<file path="src/rtl/demux4_dispatcher_pkg.sv">
// Shared constants and types for the 4-channel dispatcher.
package demux4_dispatcher_pkg;

    localparam int unsigned NCH = 4;

    typedef enum logic {
        EMPTY = 1'b0,
        PEND  = 1'b1
    } state_t;

    typedef enum logic {
        RR    = 1'b0,
        FIXED = 1'b1
    } mode_t;

endpackage

</file>
<file path="src/rtl/demux4_dispatcher_rr_pick4.sv">
// Rotating first-ready search: scans req starting at ptr, wrapping mod 4.
module rr_pick4
    import demux4_dispatcher_pkg::*;
(
    input  logic [NCH-1:0] req,
    input  logic [1:0]     ptr,
    output logic [1:0]     grant_idx,
    output logic           any
);

    logic [1:0] idx;

    // First requesting channel at or after ptr, in rotating order
    always_comb begin
        grant_idx = '0;
        any       = 1'b0;
        idx       = '0;
        for (int unsigned i = 0; i < NCH; i++) begin
            idx = ptr + 2'(i);
            if (!any && req[idx]) begin
                grant_idx = idx;
                any       = 1'b1;
            end
        end
    end

endmodule

</file>
<file path="src/rtl/demux4_dispatcher.sv">
// One-word holding register dispatched to one of four output channels,
// chosen round-robin over ready channels or fixed by cfg_ch.
module demux4_dispatcher
    import demux4_dispatcher_pkg::*;
#(
    parameter int DW = 4
) (
    input  logic          clk,
    input  logic          rst_n,
    input  logic [DW-1:0] in_data,
    input  logic          in_valid,
    output logic          in_ready,
    input  logic          mode,
    input  logic [1:0]    cfg_ch,
    input  logic [3:0]    out_ready,
    output logic [DW-1:0] out0,
    output logic [DW-1:0] out1,
    output logic [DW-1:0] out2,
    output logic [DW-1:0] out3,
    output logic [3:0]    out_valid,
    output logic [1:0]    sel,
    output logic [7:0]    disp_cnt
);

    state_t                   state;
    logic [DW-1:0]            hold;
    logic [1:0]               ptr;
    logic [NCH-1:0][DW-1:0]   outs_r;

    logic [1:0]               rr_idx;
    logic                     rr_any;
    logic [1:0]               pick;
    logic                     elig;
    logic                     dispatch_now;
    logic                     accept;

    rr_pick4 u_pick (
        .req       (out_ready),
        .ptr       (ptr),
        .grant_idx (rr_idx),
        .any       (rr_any)
    );

    // Channel selection for the current arbitration, per active mode
    always_comb begin
        pick = rr_idx;
        elig = rr_any;
        if (mode_t'(mode) == FIXED) begin
            pick = cfg_ch;
            elig = out_ready[cfg_ch];
        end
    end

    // Handshake: a dispatch frees the register in the same cycle, so a new
    // word may be taken while the old one leaves (out_ready -> in_ready path)
    always_comb begin
        dispatch_now = (state == PEND) && elig;
        in_ready     = rst_n && ((state == EMPTY) || dispatch_now);
        accept       = in_valid && in_ready;
    end

    assign out0 = outs_r[0];
    assign out1 = outs_r[1];
    assign out2 = outs_r[2];
    assign out3 = outs_r[3];

    // FSM, holding register and registered channel outputs
    always_ff @(posedge clk) begin
        if (!rst_n) begin
            state     <= EMPTY;
            hold      <= '0;
            ptr       <= '0;
            sel       <= '0;
            disp_cnt  <= '0;
            out_valid <= '0;
            outs_r    <= '0;
        end else begin
            out_valid <= '0;
            outs_r    <= '0;
            if (dispatch_now) begin
                out_valid    <= 4'b0001 << pick;
                outs_r[pick] <= hold;
                sel          <= pick;
                disp_cnt     <= disp_cnt + 8'd1;
                if (mode_t'(mode) == RR) begin
                    ptr <= pick + 2'd1;
                end
            end
            if (accept) begin
                hold  <= in_data;
                state <= PEND;
            end else if (dispatch_now) begin
                state <= EMPTY;
            end
        end
    end

endmodule

</file>
<file path="config.mk">
export PLATFORM = sky130hd
export DESIGN_NAME = demux4_dispatcher
export DESIGN_NICKNAME = d
export VERILOG_FILES = /design/src/rtl/demux4_dispatcher_pkg.sv /design/src/rtl/demux4_dispatcher_rr_pick4.sv /design/src/rtl/demux4_dispatcher.sv
export SDC_FILE = /design/constraint.sdc
export NUM_CORES = 1
export LEC_CHECK = 0
export BUFFER_PORTS_ARGS = -buffer_cell sky130_fd_sc_hd__buf_2
export CAP_MARGIN = 20
export CORE_MARGIN = 5
export CORE_UTILIZATION = 46
export DETAILED_ROUTE_END_ITERATION = 10
export PLACE_DENSITY = 0.74
export RECOVER_POWER = 50
export SLEW_MARGIN = 10
export SYNTH_ARGS = -nofsm -noshare
export SYNTH_HDL_FRONTEND = slang
export SYNTH_SLANG_ARGS = --single-unit
export TNS_END_PERCENT = 5
</file>
<file path="constraint.sdc">
create_clock -name clk -period 1.63 [get_ports clk]
set_input_delay 0.163 -clock clk [delete_from_list [all_inputs] [get_ports clk]]
set_output_delay 0.163 -clock clk [all_outputs]
set_load 0.03 [all_outputs]
</file>
After elaboration in Yosys (flattened, before gate mapping)
Cells that the tools add are included.

Bits in registers: 37. Logic and storage cells: 64.

Bitwise operators: 3. Shifts and indexed selects: 1. Muxes and demuxes: 24. Add/sub/neg operators: 5. Reduce and logical (&&, ||, !) cells: 14. Order comparisons: 7.

Operators by type and width (count): 2-bit by 3-bit less-than comparator with 1-bit output (second input constant) (6); 16-bit bitwise AND (1); 1-bit 2-to-1 mux (12); 1-bit binary-select mux with 2-bit select (5); 2-bit 2-to-1 mux (5); 8-bit by 1-bit adder with 8-bit output (second input constant) (1); 4-bit demux with 2-bit select (1); 1-bit logical AND (7); 2-bit by 1-bit adder with 2-bit output (second input constant) (2); 2-bit adder (second input constant) (2); 4-bit 2-to-1 mux (1); 2-bit AND reduction (2); 1-bit by 2-bit left shift with 4-bit output (first input constant) (1); 1-bit zero test (3); 2-bit by 1-bit >= comparator with 1-bit output (second input constant) (1); 1-bit inverter (2); 2-bit nonzero test (1); 1-bit logical OR (1).

Longest topological paths before layout
Gate-level depths: netlist of the first run.

Depth in word-level cells: 18. Mapped depth: 8. Gate-level depth less buffers: 7.

Cells and area by module
A second synthesis of the first run with hierarchy kept.

Cell total of the unflattened synthesis: 169. Area total of the unflattened synthesis: 1561.5 um2.

By module, submodules not included: demux4_dispatcher (cells each 154, instances 1, area each 1483.9 um2, sequential area each 740.7 um2); rr_pick4 (cells each 15, instances 1, area each 77.6 um2, sequential area each 0.0 um2).

Worst setup path before layout of the first run
Ideal clock, no wire load.

Kind: flip-flop to flip-flop. Start: register ptr[1]. End: register ptr[1]. Required time: 1512 ps. Stages on the path, launching flop included: 8. Setup slack: -153 ps. Arrival time: 1664 ps. Setup time: 118 ps. Path through: dfxtp_1 nor2_1 a32oi_1 o31ai_1 nor2_1 ha_1 nand2_1 a21oi_1.

Elaborated cells between the ends (all ways): 30.

RTL lines: from (decl) (RTL line demux4_dispatcher.sv:27) `logic [1:0] ptr;`; from (signal assigned) (RTL line demux4_dispatcher.sv:86) `ptr <= pick + 2'd1;`; parallel branches: the longest is 11 deep, another holds 2-bit by 1-bit adder with 2-bit output; 2-bit 2-to-1 mux * (RTL line demux4_dispatcher_rr_pick4.sv:20) `if (!any && req[idx]) begin`; 2-bit 2-to-1 mux * (RTL line demux4_dispatcher.sv:48) `if (mode_t'(mode) == FIXED) begin`; via pick[1] (RTL line demux4_dispatcher.sv:32) `logic [1:0] pick;`; 2-bit by 1-bit adder with 2-bit output * (RTL line demux4_dispatcher.sv:86).

Mark *: on every way through the listed nets, which the timed path passes. The select of a mux whose other input is x is not followed. A chain may end at the register's enable or synchronous reset.

Final worst setup path of the first run
Ends and elaborated chain as after synthesis.

==> results.sh, run 1 <==
export IMPL_status="finished with violations"
export IMPL_violations="setup timing"
export IMPL_synth_area_leaders="dfxtp_1 (45%), mux2i_1 (6.7%), and3_1 (5.3%), nand2_1 (4.1%), ha_1 (3.8%)"
export IMPL_r2r_start="ptr[1]$_SDFFE_PN0P_"
export IMPL_clock_path_buffers=2
export IMPL_crit_required_ps=1870
export IMPL_cts_made_buffers=5
export IMPL_startpoint="ptr[1]$_SDFFE_PN0P_"
export IMPL_timing_final_ws_setup_ps=-26.1
export IMPL_die_h_um=69.9
export IMPL_slowest_delay_ps=460
export IMPL_grt_usage=0.146
export IMPL_grt_pass1_vias=1294
export IMPL_path_cells="nor2_4 > and2_1 > o41ai_4 > ha_1 > nand2_1 > a21oi_2"
export IMPL_fin_skew_ps=12.0
export IMPL_port_buffers=44
export IMPL_syn_nets=186
export IMPL_grt_pass1_wl_um=5800
export IMPL_end_kind="register"
export IMPL_rsz0062_at_grt="yes"
export IMPL_fp_dieW_um=69.9
export IMPL_initialDrtViolationCount=48
export IMPL_slew_headroom=0.599
export IMPL_grt_max_degree=22
export IMPL_routedWlPerCell_um=13.0
export IMPL_cts_tree="done"
export IMPL_path_clk_slew_ps=120
export IMPL_fin_crit_sh=1.02
export IMPL_peakVddDrop_uv=510
export IMPL_antennaDiodeCount=0
export IMPL_grt_overflow=0
export IMPL_syn_area_sq_um=1650
export IMPL_critical_path_class="register to register"
export IMPL_startpoint_type="register"
export IMPL_cts_htree_levels=2
export IMPL_area_growth_pct=25.0
export IMPL_synthArstFlopShare=0
export IMPL_yosysTopAreaCellShare=0.450
export IMPL_crit_arrival_ps=1900
export IMPL_period_needed_ps=1660
export IMPL_tightest_slew_ps=599
export IMPL_cp_top_family="compound AO/OA/AOI/OAI gates"
export IMPL_io_pins=45
export IMPL_row_count=21
export IMPL_p_total_w=0.00172
export IMPL_fin_nets=240
export IMPL_cp_max_fo=6
export IMPL_fin_setup_tns_ps=-44.1
export IMPL_clock_sinks=37
export IMPL_syn_avg_cell_area_sq_um=9.87
export IMPL_yosysWarnings=0
export IMPL_slowest_stage="o41ai_4"
export IMPL_report_final_hold_viol_count=0
export IMPL_setup_viol=7
export IMPL_globalplace_congestion=0.882
export IMPL_cp_num_buf_inv=0
export IMPL_viasPerCell=5.16
export IMPL_fmax_mhz=604
export IMPL_core_area_sq_um=3390
export IMPL_min_from="in_data[1]"
export IMPL_cts_hold_buf=0
export IMPL_die_area_sq_um=4880
export IMPL_root_buffer="clkbuf_4"
export IMPL_powerDensity_nw_per_um2=837
export IMPL_hold_class="input port to register"
export IMPL_ys_flop_type="dfxtp_1"
export IMPL_hpwl_um=2560
export IMPL_finalCoreUtilization=0.608
export IMPL_finalWirelength_um=3480
export IMPL_ys_seq_elements=37
export IMPL_start_util=0.486
export IMPL_drive_gt1_frac=0.288
export IMPL_ant_nets=0
export IMPL_placed_cells=259
export IMPL_insertion_delay_ps=340
export IMPL_synth_distinct_cells=42
export IMPL_p_leak_nw=0.908
export IMPL_grt_antenna_before_repair=0
export IMPL_vias=1384
export IMPL_synth_top_cell_by_area="dfxtp_1"
export IMPL_max_cap_viol_count=0
export IMPL_final_cell_count_no_fill=268
export IMPL_synth_cells=167
export IMPL_yosysSeqAreaShare=0.450
export IMPL_synth_edf_count=0
export IMPL_drv_slew=0
export IMPL_drtPass1Iterations=4
export IMPL_route_detailed_drc=0
## Yosys cell counts (2+ instances only)
cell and instances:
dfxtp_1 37, nand2_1 18, and3_1 14, mux2i_1 11
a21oi_1 7, nand2b_1 7, nor2_1 6, and2_1 5
and4_1 5, clkbuf_1 5, ha_1 5, nand3_1 5
o31ai_1 4, buf_4 2, inv_1 2, nand4_1 2
nor3_1 2, nor4_1 2, o2111a_1 2, o2111ai_1 2
o21ai_0 2, or2_2 2
## metal layers
metal | vias up | global-route usage | wire (um)
li1 | 714 | - | -
met1 | 622 | 0.178 | 1530
met2 | 42 | 0.237 | 1620
met3 | 6 | 0.0617 | 266
met4 | 0 | 0.0383 | 57
met5 | - | 0 | 0
## area by class of cell
| type | instances | area [sq um] |
|---|---|---|
| Sequential cell | 37 | 746 |
| Tap cell | 46 | 57.6 |
| Timing Repair Buffer | 55 | 274 |
| Clock buffer | 6 | 51.3 |
| Clock inverter | 2 | 13.8 |
| Fill cell | 298 | 1330 |
| Multi-Input combinational cell | 119 | 906 |
| Inverter | 3 | 11.3 |
## path summary, 6_finish.rpt
path	cells past startpoint	to	slack, ps
worst max register to register	6	ptr[1]$_SDFFE_PN0P_	-30
worst min register to register	2	hold[0]$_SDFFE_PN0P_	480
worst max-delay path	6	ptr[1]$_SDFFE_PN0P_	-30
worst min-delay path	3	hold[1]$_SDFFE_PN0P_	50
## report_power, final
part / internal (W) / switching (W) / leakage (nW)
clock network: 0.000210 / 0.000309 / 0.0382
registers: 0.000925 / 0.0000196 / 0.301
logic: 0.000103 / 0.000156 / 0.569
total: 0.00124 / 0.000485 / 0.908
## per-stage QoR
step                      setup WS, ps  cell area, sq um  hold slack [ps]
after floorplan                  -52.3              1650              287
after global routing              -110              2060             34.3
after CTS                        -21.7              2040             38.6
final                            -26.1              2060             51.8
after global placement           -60.8              1960              412
after detailed placement         -87.7              1960              416
## kinds of logic (layout without fill, tap and decap cells)
kind of cell / Yosys count / count (layout) / synth area share
adders and majority gates: 5 / 5 / 0.0380
AOI/OAI and AO/OA: 26 / 26 / 0.129
and+or+nand+nor: 76 / 76 / 0.269
buffers and inverters: 11 / 66 / 0.0342
DFF: 37 / 37 / 0.450
muxes: 12 / 12 / 0.0805
## tightest hold or removal path: stages
cell	delay, ps
buf_2	90
nand2_1	50
mux2i_1	50
## sequential cells by signal, indices dropped and copies added, names as in the netlist
register and flops:
out0 4, state 1, disp_cnt 8, hold 4
out_valid 4, out2 4, sel 2, ptr 2
out1 4, out3 4
## cell usage in the layout, fill, tap and decap left out, drive strengths merged
master	Yosys	final
nand2	19	19
and2	6	6
nand2b	7	7
mux4	1	1
nor2	6	6
o221ai	1	1
nand3	5	5
o21ai	5	5
o211ai	1	1
clkinv	0	2
and2b	1	1
nor2b	1	1
nand4	2	2
and4	5	5
nor4	3	3
o31ai	4	4
or3b	1	1
a21oi	7	7
and3	15	15
dfxtp	37	37
a21boi	1	1
inv	3	3
a32oi	1	1
or2	2	2
nor3	2	2
o41ai	1	1
nor3b	1	1
o2111a	2	2
buf	3	32
ha	5	5
mux2i	11	11
o2111ai	2	2
o21a	1	1
clkbuf	5	29
## what timing repair did
item                                    CTS  global route
buffers inserted                          0             1
endpoints found under the setup margin   20            22
pin swaps                                 1             7
resized for setup                         6             8
No activity file was read; power rests on OpenSTA's default activity.
==> run 2: changes to the inputs <==
Settings changed: TNS_END_PERCENT 5 to 30.
==> results.sh, run 2 (same netlist as run 1, synthesis figures left out) <==
export IMPL_status="finished, final reports clean"
export IMPL_drive_gt1_frac=0.388
export IMPL_grt_overflow=0
export IMPL_multi_input_area_sq_um=898
export IMPL_grt_pass1_wl_um=5770
export IMPL_report_final_hold_viol_count=0
export IMPL_cp_num_buf_inv=0
export IMPL_r2r_start="ptr[1]$_SDFFE_PN0P_"
export IMPL_critical_path_class="register to register"
export IMPL_r2r_end="out1[2]$_SDFF_PN0_"
export IMPL_peakVddDrop_uv=459
export IMPL_port_buffers=44
export IMPL_timing_final_ws_setup_ps=18.5
export IMPL_area_growth_pct=28.5
export IMPL_layout_cells_most_common="buf_2"
export IMPL_ff2ff_setup_slack_ps=20
export IMPL_p_leak_nw=1.02
export IMPL_clock_path_buffers=2
export IMPL_vias=1410
export IMPL_io_pins=45
export IMPL_core_area_sq_um=3390
export IMPL_routedWlPerCell_um=12.7
export IMPL_nFillCells=286
export IMPL_drv_slew=0
export IMPL_tightest_slew_ps=596
export IMPL_grt_pass1_vias=1270
export IMPL_max_cap_viol_count=0
export IMPL_period_needed_ps=1610
export IMPL_fmax_mhz=621
export IMPL_insertion_delay_ps=340
export IMPL_mostFrequentLayoutCells="buf_2 (43), dfxtp_1 (35), nand2_1 (18), and3_1 (14), buf_4 (12)"
export IMPL_crit_arrival_ps=1850
export IMPL_startpoint_type="register"
export IMPL_holdWs_ps=49.1
export IMPL_min_delay_path_depth=3
export IMPL_viasPerCell=5.22
export IMPL_route_detailed_drc=0
export IMPL_die_h_um=69.9
export IMPL_grt_usage=0.141
export IMPL_fin_crit_sh=0.989
export IMPL_fin_nets=242
export IMPL_finalWirelength_um=3430
export IMPL_cp_max_fo=6
export IMPL_path_clk_slew_ps=120
export IMPL_clock_sinks=37
export IMPL_crit_required_ps=1870
export IMPL_slowest_delay_ps=380
export IMPL_fin_skew_ps=15.2
export IMPL_fp_dieW_um=69.9
export IMPL_die_area_sq_um=4880
export IMPL_min_from="in_data[0]"
export IMPL_hpwl_um=2600
export IMPL_end_kind="register"
export IMPL_rsz0062_at_grt="yes"
export IMPL_powerDensity_nw_per_um2=870
export IMPL_antennaDiodeCount=0
export IMPL_path_cells="nor2b_1 > a32oi_1 > o31ai_2 > or2_2 > ha_2 > and4_1"
export IMPL_grt_antenna_before_repair=0
export IMPL_rr_worst_depth=6
export IMPL_hold_class="input port to register"
export IMPL_slowest_stage="dfxtp_4"
export IMPL_hold_path_endpoint="hold[0]$_SDFFE_PN0P_"
export IMPL_globalplace_congestion=0.788
export IMPL_row_count=21
export IMPL_initialDrtViolationCount=77
export IMPL_place_ws_ps=-64.8
export IMPL_cts_tree="done"
export IMPL_cts_htree_levels=2
export IMPL_start_util=0.486
export IMPL_ant_nets=0
export IMPL_largest_register="disp_cnt"
export IMPL_grt_max_degree=20
export IMPL_root_buffer="clkbuf_4"
export IMPL_largest_reg_flops=8
export IMPL_ff_latch_area_sq_um=746
export IMPL_cp_top_family="simple AND/OR/NAND/NOR gates"
export IMPL_cts_made_buffers=5
export IMPL_setup_viol=0
export IMPL_slew_headroom=0.601
export IMPL_drtPass1Iterations=4
==> run 2: routing by layer <==
metal,global-route usage,up-vias,part of all wire
li1,-,716,-
met1,0.170,650,0.44
met2,0.238,40,0.48
met3,0.0459,4,0.070
met4,0.0447,0,0.0082
met5,0,-,0
==> run 2: power breakdown <==
part	switching, W	internal (W)	total [W]
Clock	0.000307	0.000325	0.000632
Combinational	0.000156	0.000111	0.000266
Sequential	0.0000187	0.000925	0.000944
==> run 2: per-stage QoR <==
stage	TNS [ps]	utilization	total power, W	instances	cell area [sq um]
finish	0	0.625	0.00184	270	2120
CTS	-24.8	0.609	0.00184	268	2060
floorplan	-30.3	-	0.00112	167	1660
global route	-223	0.625	0.00193	270	2120
detailed placement	-574	0.581	0.00121	260	1970
global placement	-85.3	0.581	0.00121	260	1970
==> run 2: worst max-delay path by stage <==
stage,from,end,cells after the start
6_report,ptr[1]$_SDFFE_PN0P_,out1[2]$_SDFF_PN0_,6
5_1_grt,ptr[1]$_SDFFE_PN0P_,out1[3]$_SDFF_PN0_,6
4_1_cts,ptr[1]$_SDFFE_PN0P_,out0[3]$_SDFF_PN0_,6
3_5_place_dp,ptr[1]$_SDFFE_PN0P_,out2[2]$_SDFF_PN0_,6
3_3_place_gp,ptr[1]$_SDFFE_PN0P_,out0[1]$_SDFF_PN0_,6
2_1_floorplan,ptr[1]$_SDFFE_PN0P_,out2[0]$_SDFF_PN0_,6
==> run 2: what timing repair did <==
| item | in CTS | in global routing |
|---|---|---|
| pin swaps | 1 | 5 |
| hold buffers | 0 | 0 |
| gates resized for setup | 4 | 9 |
| buffers inserted | 0 | 2 |
| setup endpoints to repair | 14 | 19 |
==> run 2: worst min-delay path: cells and delay by family <==
kind / cells / cell delay (ps)
AND/OR/NAND/NOR: 1 / 50
buffers and inverters: 1 / 90
multiplexers: 1 / 50
==> run 2: final cells by class <==
cell class	instances	area share
flip-flops and latches	37	0.352
well taps	46	0.0272
clock inverters	3	0.0219
repair buffers	57	0.151
clock buffers	5	0.0177
multi-input cells	119	0.424
inverters	3	0.00532
==> run 3: changes to the inputs <==
Settings changed: BUFFER_PORTS_ARGS -buffer_cell sky130_fd_sc_hd__buf_2 to -buffer_cell sky130_fd_sc_hd__clkbuf_2.
==> results.sh, run 3 (same netlist as run 1, synthesis figures left out) <==
export IMPL_nFillCells=312
export IMPL_cts_tree="done"
export IMPL_ant_nets=0
export IMPL_finalWirelength_um=3460
export IMPL_port_buffers=44
export IMPL_post_route_cell_area_sq_um=2070
export IMPL_hpwl_um=2630
export IMPL_crit_required_ps=1860
export IMPL_clock_sinks=37
export IMPL_die_h_um=69.9
export IMPL_grt_pass1_wl_um=5980
export IMPL_cp_max_fo=6
export IMPL_mostFrequentLayoutCells="dfxtp_1 (35), clkbuf_1 (27), nand2_1 (18), clkbuf_2 (17), and3_1 (14)"
export IMPL_peakVddDrop_uv=381
export IMPL_path_clk_slew_ps=110
export IMPL_fin_crit_sh=0.983
export IMPL_cts_made_buffers=5
export IMPL_viasPerCell=5.10
export IMPL_drtPass1Iterations=4
export IMPL_fin_nets=241
export IMPL_die_area_sq_um=4880
export IMPL_end_kind="register"
export IMPL_largest_register="disp_cnt"
export IMPL_grt_usage=0.147
export IMPL_grt_overflow=0
export IMPL_report_final_hold_viol_count=0
export IMPL_fin_setup_tns_ps=0
export IMPL_startpoint_type="register"
export IMPL_p_leak_nw=0.901
export IMPL_cts_htree_levels=2
export IMPL_largest_reg_flops=8
export IMPL_initialDrtViolationCount=62
export IMPL_holdWs_ps=43.7
export IMPL_row_count=21
export IMPL_fmax_mhz=624
export IMPL_final_cell_count_no_fill=269
export IMPL_root_buffer="clkbuf_4"
export IMPL_route_detailed_drc=0
export IMPL_drv_slew=0
export IMPL_vias=1371
export IMPL_grt_max_degree=21
export IMPL_area_growth_pct=25.5
export IMPL_postPlaceCellArea_sq_um=1970
export IMPL_period_needed_ps=1600
export IMPL_powerDensity_nw_per_um2=899
export IMPL_clock_path_buffers=2
export IMPL_tightest_slew_ps=544
export IMPL_critical_path_class="register to register"
export IMPL_fp_dieW_um=69.9
export IMPL_hold_class="input port to register"
export IMPL_layout_cells_most_common="dfxtp_1"
export IMPL_crit_arrival_ps=1830
export IMPL_grt_pass1_vias=1362
export IMPL_rsz0062_at_grt="yes"
export IMPL_globalplace_congestion=0.788
export IMPL_fin_skew_ps=11.3
export IMPL_cts_hold_buf=0
export IMPL_antennaDiodeCount=0
export IMPL_drive_gt1_frac=0.265
export IMPL_routedWlPerCell_um=12.9
export IMPL_max_cap_viol_count=0
export IMPL_p_total_w=0.00186
export IMPL_setup_viol=0
export IMPL_status="finished, final reports clean"
export IMPL_slew_headroom=0.636
export IMPL_io_pins=45
export IMPL_grt_antenna_before_repair=0
export IMPL_placed_cells=260
export IMPL_start_util=0.486
export IMPL_core_area_sq_um=3390
export IMPL_insertion_delay_ps=330
==> run 3: area by class of cell <==
cell class                 count  area (sq um)  share of cell area
inverter                       3          11.3             0.00544
clock buffer                   6          51.3              0.0248
timing repair buffer          56           280               0.136
sequential                    37           746               0.361
tap                           46          57.6              0.0278
multi-input combinational    119           885               0.428
clock inverter                 2          37.5              0.0181
==> run 3: final timing paths <==
kind                            start                  endpoint  slack (ps)  depth (start not counted)
max               ptr[1]$_SDFFE_PN0P_        out2[2]$_SDFF_PN0_          30                          6
min                        in_data[3]      hold[3]$_SDFFE_PN0P_          40                          3
max reg2reg       ptr[1]$_SDFFE_PN0P_        out2[2]$_SDFF_PN0_          30                          6
min reg2reg  disp_cnt[7]$_SDFFE_PN0N_  disp_cnt[7]$_SDFFE_PN0N_         480                          2
==> run 3: critical path: stages, from the launching register on <==
cell     delay (ps)
dfxtp_4         400
nor2_4           40
and2_4          160
o41ai_4         440
inv_2           100
ha_2            210
and3_1          140
==> run 3: power by group <==
part	switching, W	internal [W]
clock network	0.000294	0.000365
registers	0.0000187	0.000925
logic	0.000153	0.000104
total	0.000465	0.00139
==> run 3: timing repair <==
action,4_1_cts,5_1_grt
pin swaps,0,1
resized for setup,3,8
buffers inserted,1,0
setup endpoints to repair,16,19
==> run 3: through the flow <==
step                      setup slack (ps)  utilization
after detailed placement             -75.0        0.581
after CTS                            -8.18        0.612
after global routing                 -55.8        0.610
final                                 28.4        0.610
after floorplan                      -3.79            -
after global placement               -61.8        0.581
==> run 3: metal layers <==
layer  GRT usage  vias up  share of wire
li1            -      714              -
met3      0.0574        4          0.059
met2       0.232       33           0.45
met4      0.0447        0         0.0098
met5           0        -              0
met1       0.185      620           0.48
